===== src/rtl/square_renderer_if.sv =====
// Pixel-plot request/response bundle between a square_renderer and its client.
// The renderer takes the slave side; the requester (or bench) takes the master side.
interface square_renderer_if;
  logic       go;
  logic       erase;
  logic [7:0] x_in;
  logic [6:0] y_in;
  logic [2:0] colour_in;
  logic [7:0] x;
  logic [6:0] y;
  logic [2:0] colour;
  logic       plot;
  logic       busy;
  logic       done;

  modport master (
    output go, erase, x_in, y_in, colour_in,
    input  x, y, colour, plot, busy, done
  );

  modport slave (
    input  go, erase, x_in, y_in, colour_in,
    output x, y, colour, plot, busy, done
  );
endinterface


===== src/rtl/square_renderer.sv =====
// Renders a SIZE x SIZE square one pixel per cycle, row-major, into a VGA adapter.
// Define SQUARE_RENDERER_CLIP_EN to suppress plot strobes for off-screen pixels.
module square_renderer #(
  parameter int SIZE  = 4,
  parameter int X_MAX = 159,
  parameter int Y_MAX = 119
) (
  input  logic              clock,
  input  logic              resetn,
  square_renderer_if.slave  bus
);

`ifdef SQUARE_RENDERER_CLIP_EN
  localparam bit CLIP = 1'b1;
`else
  localparam bit CLIP = 1'b0;
`endif

  localparam logic [3:0] LAST = 4'(SIZE - 1);

  typedef enum logic [1:0] {IDLE, DRAW, DONE} state_t;

  state_t     state, state_nxt;
  logic [3:0] cx, cy;
  logic [7:0] x0;
  logic [6:0] y0;
  logic [2:0] col;
  logic [7:0] x_hold;
  logic [6:0] y_hold;
  logic [2:0] c_hold;
  logic [8:0] sum_x;
  logic [7:0] sum_y;
  logic       last_col, last_pix, start;

  function automatic logic on_screen(input logic [8:0] sx, input logic [7:0] sy);
    return (sx <= 9'(X_MAX)) && (sy <= 8'(Y_MAX));
  endfunction

  // Sums are one bit wider than the outputs so the bounds test sees true positions
  assign sum_x    = {1'b0, x0} + {5'b0, cx};
  assign sum_y    = {1'b0, y0} + {4'b0, cy};
  assign last_col = (cx == LAST);
  assign last_pix = last_col && (cy == LAST);
  assign start    = (state == IDLE) && bus.go;

  always_ff @(posedge clock or negedge resetn) begin
    if (!resetn) state <= IDLE;
    else         state <= state_nxt;
  end

  always_comb begin
    state_nxt = state;
    unique case (state)
      IDLE:    if (bus.go) state_nxt = DRAW;
      DRAW:    if (last_pix) state_nxt = DONE;
      DONE:    state_nxt = IDLE;
      default: state_nxt = IDLE;
    endcase
  end

  always_ff @(posedge clock or negedge resetn) begin
    if (!resetn) begin
      cx     <= '0;
      cy     <= '0;
      x_hold <= '0;
      y_hold <= '0;
      c_hold <= '0;
    end else if (start) begin
      cx <= '0;
      cy <= '0;
    end else if (state == DRAW) begin
      x_hold <= sum_x[7:0];
      y_hold <= sum_y[6:0];
      c_hold <= col;
      if (last_pix) begin
        cx <= '0;
        cy <= '0;
      end else if (last_col) begin
        cx <= '0;
        cy <= cy + 4'd1;
      end else begin
        cx <= cx + 4'd1;
      end
    end
  end

  // Request fields are only captured on acceptance; a go while busy leaves them untouched
  always_ff @(posedge clock) begin
    if (start) begin
      x0  <= bus.x_in;
      y0  <= bus.y_in;
      col <= bus.erase ? 3'b000 : bus.colour_in;
    end
  end

  always_comb begin
    bus.busy   = (state != IDLE);
    bus.done   = (state == DONE);
    bus.plot   = 1'b0;
    bus.x      = x_hold;
    bus.y      = y_hold;
    bus.colour = c_hold;
    if (state == DRAW) begin
      bus.x      = sum_x[7:0];
      bus.y      = sum_y[6:0];
      bus.colour = col;
      bus.plot   = !CLIP || on_screen(sum_x, sum_y);
    end
  end

endmodule


===== src/flat_wrapper.sv =====
// flat-port wrapper written by rule: the top's interface ports become plain ports
module square_renderer_flat 
#(
  parameter int SIZE  = 4,
  parameter int X_MAX = 159,
  parameter int Y_MAX = 119
)
  (clock, resetn, bus_go, bus_erase, bus_x_in, bus_y_in, bus_colour_in, bus_x, bus_y, bus_colour, bus_plot, bus_busy, bus_done);
  square_renderer_if bus_i ();
  input  logic clock;
  input  logic resetn;
  input wire logic [$bits(bus_i.go)-1:0] bus_go;
  input wire logic [$bits(bus_i.erase)-1:0] bus_erase;
  input wire logic [$bits(bus_i.x_in)-1:0] bus_x_in;
  input wire logic [$bits(bus_i.y_in)-1:0] bus_y_in;
  input wire logic [$bits(bus_i.colour_in)-1:0] bus_colour_in;
  output wire logic [$bits(bus_i.x)-1:0] bus_x;
  output wire logic [$bits(bus_i.y)-1:0] bus_y;
  output wire logic [$bits(bus_i.colour)-1:0] bus_colour;
  output wire logic [$bits(bus_i.plot)-1:0] bus_plot;
  output wire logic [$bits(bus_i.busy)-1:0] bus_busy;
  output wire logic [$bits(bus_i.done)-1:0] bus_done;
  assign bus_i.go = bus_go;
  assign bus_i.erase = bus_erase;
  assign bus_i.x_in = bus_x_in;
  assign bus_i.y_in = bus_y_in;
  assign bus_i.colour_in = bus_colour_in;
  assign bus_x = bus_i.x;
  assign bus_y = bus_i.y;
  assign bus_colour = bus_i.colour;
  assign bus_plot = bus_i.plot;
  assign bus_busy = bus_i.busy;
  assign bus_done = bus_i.done;
  square_renderer #(.SIZE(SIZE), .X_MAX(X_MAX), .Y_MAX(Y_MAX)) u_core (.clock(clock), .resetn(resetn), .bus(bus_i));
endmodule

===== config.mk =====
export PLATFORM = sky130hd
export DESIGN_NAME = square_renderer_flat
export DESIGN_NICKNAME = d
export VERILOG_FILES = /design/src/rtl/square_renderer_if.sv /design/src/rtl/square_renderer.sv /design/src/flat_wrapper.sv
export SDC_FILE = /design/constraint.sdc
export NUM_CORES = 1
export LEC_CHECK = 0
export BUFFER_PORTS_ARGS = -buffer_cell sky130_fd_sc_hd__clkbuf_2
export CAP_MARGIN = 5
export CORE_ASPECT_RATIO = 1.2
export CORE_MARGIN = 3
export CORE_UTILIZATION = 31
export DETAILED_ROUTE_END_ITERATION = 12
export HOLD_SLACK_MARGIN = 0.05
export PLACE_DENSITY = 0.5
export SLEW_MARGIN = 20
export SYNTH_ARGS = -nofsm -noshare
export SYNTH_HDL_FRONTEND = slang
export SYNTH_SLANG_ARGS = --single-unit

===== constraint.sdc =====
create_clock -name clock -period 2.5 [get_ports clock]
set_input_delay 0.5 -clock clock [delete_from_list [all_inputs] [get_ports clock]]
set_output_delay 0.5 -clock clock [all_outputs]
set_load 0.01 [all_outputs]

=== After elaboration in Yosys (flattened, before gate mapping) ===
Cells that the tools add are included.

* Bits of input ports: 22
* Bits in registers: 46
* Output and inout bits: 21
* Word-level logic and storage cells: 42

* Reduce and logical (&&, ||, !) cells: 8
* Eq/ne operators: 6
* Muxes and demuxes: 15
* Add/sub/neg operators: 4

{| class="wikitable"
|+ Operators with widths
! kind !! count
|-
| $mux 4 || 8
|-
| $add 4x1->4 const B || 2
|-
| $add 8x4->8 || 1
|-
| $eq 4x2->1 const B || 2
|-
| $mux 8 || 1
|-
| $add 7x4->7 || 1
|-
| $mux 7 || 1
|-
| $mux 2 || 2
|-
| $pmux 2 s2 || 1
|-
| $reduce_and 2->1 || 2
|-
| $reduce_bool 2->1 || 2
|-
| $mux 3 || 1
|-
| $reduce_bool 3->1 || 1
|-
| $eq 2x1->1 const B || 1
|-
| $eq 2x2->1 const B || 1
|-
| $logic_and 1x1->1 || 2
|-
| $logic_not 2->1 || 1
|-
| $ne 2x1->1 const B || 1
|-
| $ne 2x2->1 const B || 1
|-
| $mux 1 || 1
|}

=== Longest topological paths before layout ===
Gate-level depths: netlist (run 1).

* Word-level depth: 5
* Gate-level depth with buffers: 7
* Mapped depth without buffers: 7

=== Least setup slack after synthesis (run 1) ===
No wires, ideal clock.

* Path type: flip-flop to output port
* From: reg u_core.cx[0]
* To: out bus_x[4]
* Data required time: 2000 ps
* Buffers on the path: 0
* Stages on the path, launching flop included: 8
* Slack: 285 ps
* Data arrival time: 1715 ps
* Cells stage by stage: dfrtp_1 > ha_1 > inv_1 > fa_1 > nor2b_1 > o21a_1 > nor3_1 > o31ai_1

* Cells in the longest elaborated chain, start to end: 2

{| class="wikitable"
|+ Ends and longest elaborated chain
! what !! line !! source
|-
| start, declared || square_renderer.sv:24 || <nowiki>logic [3:0] cx, cy;</nowiki>
|-
| start signal, assigned || square_renderer.sv:82 || <nowiki>cx <= cx + 4'd1;</nowiki>
|-
| $add 8x4->8 || square_renderer.sv:40 || <nowiki>assign sum_x = {1'b0, x0} + {5'b0, cx};</nowiki>
|-
| $mux 8 || square_renderer.sv:103 || <nowiki>if (state == DRAW) begin</nowiki>
|-
| end, declared || flat_wrapper.sv:17 || <nowiki>output wire logic [$bits(bus_i.x)-1:0] bus_x;</nowiki>
|}

Every way passes these cells.

=== Worst setup path after layout (run 1) ===
* From: reg u_core.y0[1]
* To: out bus_y[4]

* Cells in the longest elaborated chain, start to end: 2

{| class="wikitable"
|+ Ends and longest elaborated chain
! what !! line !! source
|-
| start, declared || square_renderer.sv:26 || <nowiki>logic [6:0] y0;</nowiki>
|-
| start signal, assigned || square_renderer.sv:91 || <nowiki>y0 <= bus.y_in;</nowiki>
|-
| $add 7x4->7 || square_renderer.sv:41 || <nowiki>assign sum_y = {1'b0, y0} + {4'b0, cy};</nowiki>
|-
| $mux 7 || square_renderer.sv:103 ||
|-
| end, declared || flat_wrapper.sv:18 || <nowiki>output wire logic [$bits(bus_i.y)-1:0] bus_y;</nowiki>
|}

Every way passes these cells.

==> results.json, run 1 <==
{
  "hold_viol_final": 0,
  "skew_ns": 0.00613,
  "place_congestion": 0.763,
  "p_sw_share_pct": 36.8,
  "start_util_pct": 32.6,
  "cts.reportedPaths.clkPinSlew_ns": 0.09,
  "worst-path-max-fanout": 2,
  "share_clk_of_total_power_pct": 16.7,
  "die_h_um": 99.9,
  "vdd_drop_max_mv": 0.314,
  "grt.overflow.total": 0,
  "final_nets": 307,
  "max_slew_margin_pct": 50.9,
  "ctsLongestPathBuffers": 2,
  "yosysTopAreaCellShare_pct": 30.8,
  "synth_area_per_cell_um2": 10.8,
  "vias": 1725,
  "row_count": 33,
  "ant_nets": 0,
  "ys_seq_elements": 46,
  "switchingPower_uw": 979,
  "synth_fp_nets": 244,
  "end_kind": "primary output",
  "fmax_mhz": 394,
  "coreArea_um2": 6980,
  "period_minus_slack_ns": 2.54,
  "total_power_mw": 2.66,
  "grt_pass1_vias": 1697,
  "insertion_delay_ns": 0.30,
  "start_kind": "flip-flop",
  "grt_max_degree": 29,
  "routed_wl_um": 4940,
  "rsz0062_at_grt": "true",
  "postPlaceCellArea_um2": 2610,
  "hpwl_um": 3410,
  "h-tree-depth": 2,
  "cts_tree": "built",
  "worst_slew_pin_slew_ns": 0.737,
  "yosysTopAreaCell": "dfrtp_1",
  "ys.flop_type": "dfrtp_1",
  "remaining_drc_errors": 0,
  "synthCells": 210,
  "place_ws_ns": 0.112,
  "wl_per_cell_um": 13.7,
  "ios": 43,
  "synth_warnings": 0,
  "syn_area_um2": 2280,
  "hold_path.class": "input pin to asynchronous set/reset pin",
  "critPathRequiredTime_ns": 2.00,
  "yosys-top-cells-area": "dfrtp_1 (31%), edfxtp_1 (24%), nand2_1 (6.6%)",
  "status": "complete, but fails checks",
  "finalSetupViolations": 2,
  "grtUsageMet3_pct": 3.37,
  "p_seq_share_pct": 39.4,
  "cts-root-buf": "clkbuf_8",
  "fin_crit_sh_pct": 101,
  "worstPathArrival_ns": 2.04,
  "drtPass1Iterations": 5,
  "synth_edf_count": 18,
  "avgViaCountPerCell": 4.78,
  "violations": "negative setup slack",
  "utilization_pct": 42.4,
  "maxCapViolations": 0,
  "pwr-share-comb_pct": 43.9,
  "dieWidth_um": 84.2,
  "yosysSeqAreaShare_pct": 54.5,
  "p_int_mw": 1.68,
  "grt_pass1_wl_um": 8180,
  "maxSlewViolCount": 0,
  "busiest_layer": "met2",
  "power_density_nw_per_um2": 901,
  "die-area_um2": 8410,
  "ys_types": 41,
  "cellLeakagePower_nw": 1.29,
  "portBuffers": 42,
  "antennaDiodeCount": 0,
  "clock-sinks": 46,
  "final_area_um2": 2960,
  "drive_gt1_share_pct": 37.6,
  "grt_use_met1_pct": 15.7,
  "drt_iter0_markers": 65,
  "grt_antenna_before_repair": 0,
  "use_met2_pct": 19.7,
  "critPathKind": "flip-flop to primary output",
  "area_growth_pct": 29.9,
  "cts_buffers": 5,
  "async_reset_ff_share_pct": 60.9,
  "layout_setup_ws_ns": -0.0355,
  "hold-worst-slack_ns": 0.247,
  "grtUsageTotal_pct": 12.1
}
## Yosys cell counts, types with 4 or more instances
master	n
xor2_1	5
nor2_1	5
dfrtp_1	28
o21a_1	5
nand2_1	40
o31ai_1	11
nor3b_1	4
nor3_1	4
nand3_1	6
ha_1	10
o21ai_0	21
inv_1	10
nor2b_1	6
edfxtp_1	18
## metrics by stage
stage,TNS [ns],instances
floorplan,0,210
detailed placement,0,339
global placement,0,339
global route,-0.483,361
finish,-0.0537,361
CTS,-0.0872,355
## cell type report
cell class / instances / area, um^2
well taps: 87 / 109
fillers: 694 / 4020
flip-flops and latches: 46 / 1250
clock inverters: 2 / 10.0
inverters: 11 / 42.5
clock buffers: 6 / 72.6
multi-input cells: 147 / 1100
repair buffers: 62 / 370
## worst max-delay path, cell delays in order (launching register included)
cell and delay (ns):
edfxtp_1 0.44, inv_1 0.10, fa_2 0.42, nor2b_4 0.15
o21a_1 0.17, nor3_2 0.05, o31ai_1 0.23, buf_2 0.17
## path summary, 6_finish.rpt
check,start,endpoint,slack (ns),cells past startpoint
max,u_core.y0[1],bus_y[4],-0.04,7
min,resetn,u_core.y_hold[0],0.25,1
max reg2reg,u_core.cx[1],u_core.cy[2],0.75,6
min reg2reg,u_core.col[1],u_core.c_hold[1],0.46,2
max in group asynchronous,resetn,u_core.cy[1],1.74,1
min in group clock,bus_y_in[0],u_core.y0[0],0.37,1
## routing by layer
metal  vias up  wire, um
met5         -         0
met4         0        48
met3         4       258
met2        43      2340
met1       801      2290
li1        877         -
## placed cells by master (no fill, tap or decap), types with 2 or more instances in the layout
master / count
edfxtp_1: 18
clkbuf_2: 37
nor2_1: 5
o31ai_1: 10
o211a_1: 2
nor3_1: 2
dfrtp_2: 4
dfrtp_1: 24
fa_2: 2
ha_1: 2
nand2_1: 40
a211oi_1: 2
buf_6: 2
nor2b_1: 4
nand3_1: 5
o21ai_0: 15
a21oi_1: 2
buf_2: 4
inv_2: 2
clkbuf_8: 5
nor3b_1: 4
nor3_2: 3
clkinv_2: 3
inv_1: 8
buf_4: 19
a31oi_1: 2
o21a_1: 5
a21o_1: 2
xor2_1: 5
ha_4: 7
o21ai_1: 6
## power by group through the flow
| stage | clock, mW | combinational, mW | sequential, mW |
|---|---|---|---|
| after detailed placement | 0 | 1.01 | 1.06 |
| after global placement | 0 | 1.01 | 1.05 |
| after floorplan | 0 | 0.689 | 1.04 |
| after CTS | 0.466 | 1.11 | 1.03 |
| after global routing | 0.498 | 1.33 | 1.06 |
| final | 0.445 | 1.17 | 1.05 |
## flip-flops by register name, summed over array words and instances (netlist names)
signal,flops
u_core.x_hold,8
u_core.y0,7
u_core.y_hold,7
u_core.col,3
u_core.c_hold,3
u_core.cy,4
u_core.state,2
u_core.cx,4
u_core.x0,8
## kinds of logic (layout without fill, tap and decap cells)
| kind of cell | Yosys count | count (layout) | synth area share (%) |
|---|---|---|---|
| adders and majority gates | 12 | 12 | 7.26 |
| buffers and inverters | 17 | 81 | 3.30 |
| DFF | 46 | 46 | 54.5 |
| and+or+nand+nor | 76 | 76 | 16.9 |
| AOI/OAI and AO/OA | 52 | 52 | 15.3 |
| xor gates and xnor gates | 6 | 6 | 2.31 |
| muxes | 1 | 1 | 0.440 |
## what timing repair did
item                       in CTS  in global routing
pin swaps                       8                 14
setup endpoints to repair      12                 13
buffers inserted                8                  6
hold buffers                    0                  0
gates cloned                    0                  0
gates resized for setup        15                 27
Power figures use the tool's default switching activity.
==> run 2: changes to the inputs <==
- BUFFER_PORTS_ARGS: -buffer_cell sky130_fd_sc_hd__clkbuf_2 -> -buffer_cell sky130_fd_sc_hd__buf_2
==> run 2 against run 1 <==
Compared with the run above:
- the flow now finishes without violations
- global-route usage rose by 0.095 points
- non-clock buffer count fell by 5
- critical path type unchanged
- combinational power barely moved
- hold slack got worse by 0.022 ns
- final area fell by 2.4%
- clock skew rose by 0.0022 ns
- critical path depth fell by 1
- sequential power barely moved
- wire length fell by 2.1%
- count of clock-buffer cells in the layout rose by 1
==> results.json, run 2 (synthesized netlist as in run 1, its figures left out) <==
{
  "status": "complete, no violations",
  "power_density_nw_per_um2": 925,
  "drt_iter0_markers": 72,
  "cts_tree": "built",
  "worst-path-max-fanout": 3,
  "ant_nets": 0,
  "total_power_mw": 2.67,
  "die_h_um": 99.9,
  "crit_chain": "ha_4, a211oi_2, nor2_2, or4b_4, nand3_1, buf_2",
  "antennaDiodeCount": 0,
  "fmax_mhz": 401,
  "insertion_delay_ns": 0.30,
  "max_stage_delay_ns": 0.49,
  "fin_crit_sh_pct": 99.7,
  "share_clk_of_total_power_pct": 17.7,
  "row_count": 33,
  "r2r_end": "u_core.cy[2]",
  "cts-root-buf": "clkbuf_8",
  "remaining_drc_errors": 0,
  "layout_commonest_cell": "buf_2",
  "worstPathArrival_ns": 1.99,
  "place_ws_ns": 0.112,
  "wl_per_cell_um": 13.6,
  "die-area_um2": 8410,
  "grt_antenna_before_repair": 0,
  "cts_buffers": 5,
  "p_seq_share_pct": 39.2,
  "final_area_um2": 2880,
  "top_regs": "u_core.x0: 8 flops, u_core.x_hold: 8 flops",
  "maxCapViolations": 0,
  "drive_gt1_share_pct": 34.9,
  "clock-sinks": 46,
  "hold_path.class": "input pin to asynchronous set/reset pin",
  "maxSlewViolCount": 0,
  "num-fill-cells": 691,
  "p_int_mw": 1.70,
  "multi_input_area_um2": 1070,
  "hold-worst-slack_ns": 0.226,
  "grt_max_degree": 29,
  "grtUsageTotal_pct": 12.2,
  "grt_pass1_wl_um": 8220,
  "dieWidth_um": 84.2,
  "cp-startpoint": "u_core.cx[1]",
  "rsz0062_at_grt": "true",
  "pwr-share-comb_pct": 43.0,
  "drtPass1Iterations": 4,
  "grt_pass1_vias": 1726,
  "crit_family": "simple AND/OR/NAND/NOR gates",
  "finalSetupViolations": 0,
  "critPathSlowestCell": "or4b_4",
  "layout_setup_ws_ns": 0.00663,
  "switchingPower_uw": 966,
  "period_minus_slack_ns": 2.49,
  "start_kind": "flip-flop",
  "rrSetupSlack_ns": 0.67,
  "crit_buf_inv": 1,
  "critPathRequiredTime_ns": 2.00,
  "routed_wl_um": 4840,
  "max_slew_margin_pct": 55.9,
  "skew_ns": 0.00837,
  "start_util_pct": 32.6,
  "cellLeakagePower_nw": 1.24,
  "area_growth_pct": 26.7,
  "postPlaceCellArea_um2": 2610,
  "final_cell_mix": "buf_2 (42), nand2_1 (40), dfrtp_1 (26), edfxtp_1 (18), o21ai_0 (17)",
  "ios": 43,
  "p_sw_share_pct": 36.2,
  "hold_viol_final": 0,
  "h-tree-depth": 2,
  "end_kind": "primary output",
  "coreArea_um2": 6980,
  "final_nets": 302,
  "vias": 1719,
  "place_congestion": 0.792,
  "portBuffers": 42,
  "grt.overflow.total": 0,
  "hpwl_um": 3410,
  "r2r_start": "u_core.cx[1]",
  "cts.reportedPaths.clkPinSlew_ns": 0.09,
  "worst_slew_pin_slew_ns": 0.661,
  "vdd_drop_max_mv": 0.375,
  "ctsLongestPathBuffers": 2,
  "avgViaCountPerCell": 4.83,
  "utilization_pct": 41.3,
  "critPathKind": "flip-flop to primary output",
  "ctsHoldBuffers": 0,
  "reg2regPathDepth": 7,
  "seq_area_um2": 1240
}
==> run 2: cell count changes in the layout (fill, tap and decap cells not counted), sizes merged <==
| cell | delta |
|---|---|
| buf | +32 |
| clkinv | -1 |
| clkbuf | -36 |
==> run 2: what timing repair did <==
item | 4_1_cts | 5_1_grt
gates resized for setup | 13 | 15
pin swaps | 4 | 7
buffers inserted | 6 | 3
endpoints found under the setup margin | 7 | 7
==> run 2: through the flow <==
stage | setup TNS [ns] | std cells
after floorplan | 0 | 210
after global placement | 0 | 339
after detailed placement | 0 | 339
after CTS | -0.0745 | 353
after global routing | -0.409 | 356
final | 0 | 356
==> run 2: per-layer routing <==
layer	track usage, %	vias up	wire length [um]
li1	-	871	-
met1	16.7	809	2370
met2	18.7	34	2210
met3	3.20	5	200
met4	4.58	0	55
met5	0	-	0
==> run 2: area by class of cell <==
| class | instances | area share, % |
|---|---|---|
| Sequential cell | 46 | 43.1 |
| Clock inverter | 1 | 0.174 |
| Inverter | 11 | 1.48 |
| Multi-Input combinational cell | 147 | 37.3 |
| Clock buffer | 7 | 2.99 |
| Tap cell | 87 | 3.77 |
| Timing Repair Buffer | 57 | 11.2 |
==> run 2: worst reg2reg max path: stages, from the launching register on <==
cell	delay, ns
dfrtp_1	0.42
buf_4	0.14
buf_4	0.10
ha_1	0.18
or3b_4	0.44
nor2_4	0.15
nand2_1	0.07
a31o_2	0.23
==> run 2: worst max path at each step <==
stage,endpoint,slack (ns),depth (start not counted)
floorplan,bus_x[4],0.28,7
detailed placement,bus_y[4],0.11,8
finish,bus_x[5],0.007,6
global placement,bus_y[4],0.18,8
global route,bus_y[4],-0.09,8
CTS,bus_y[4],-0.05,8
==> run 2: power groups by stage <==
stage          Clock (mW)  Combinational [mW]  Sequential, mW
2_1_floorplan           0               0.689            1.04
3_3_place_gp            0                1.01            1.05
3_5_place_dp            0                1.01            1.06
4_1_cts             0.501                1.12            1.04
5_1_grt             0.528                1.31            1.07
6_report            0.473                1.15            1.05
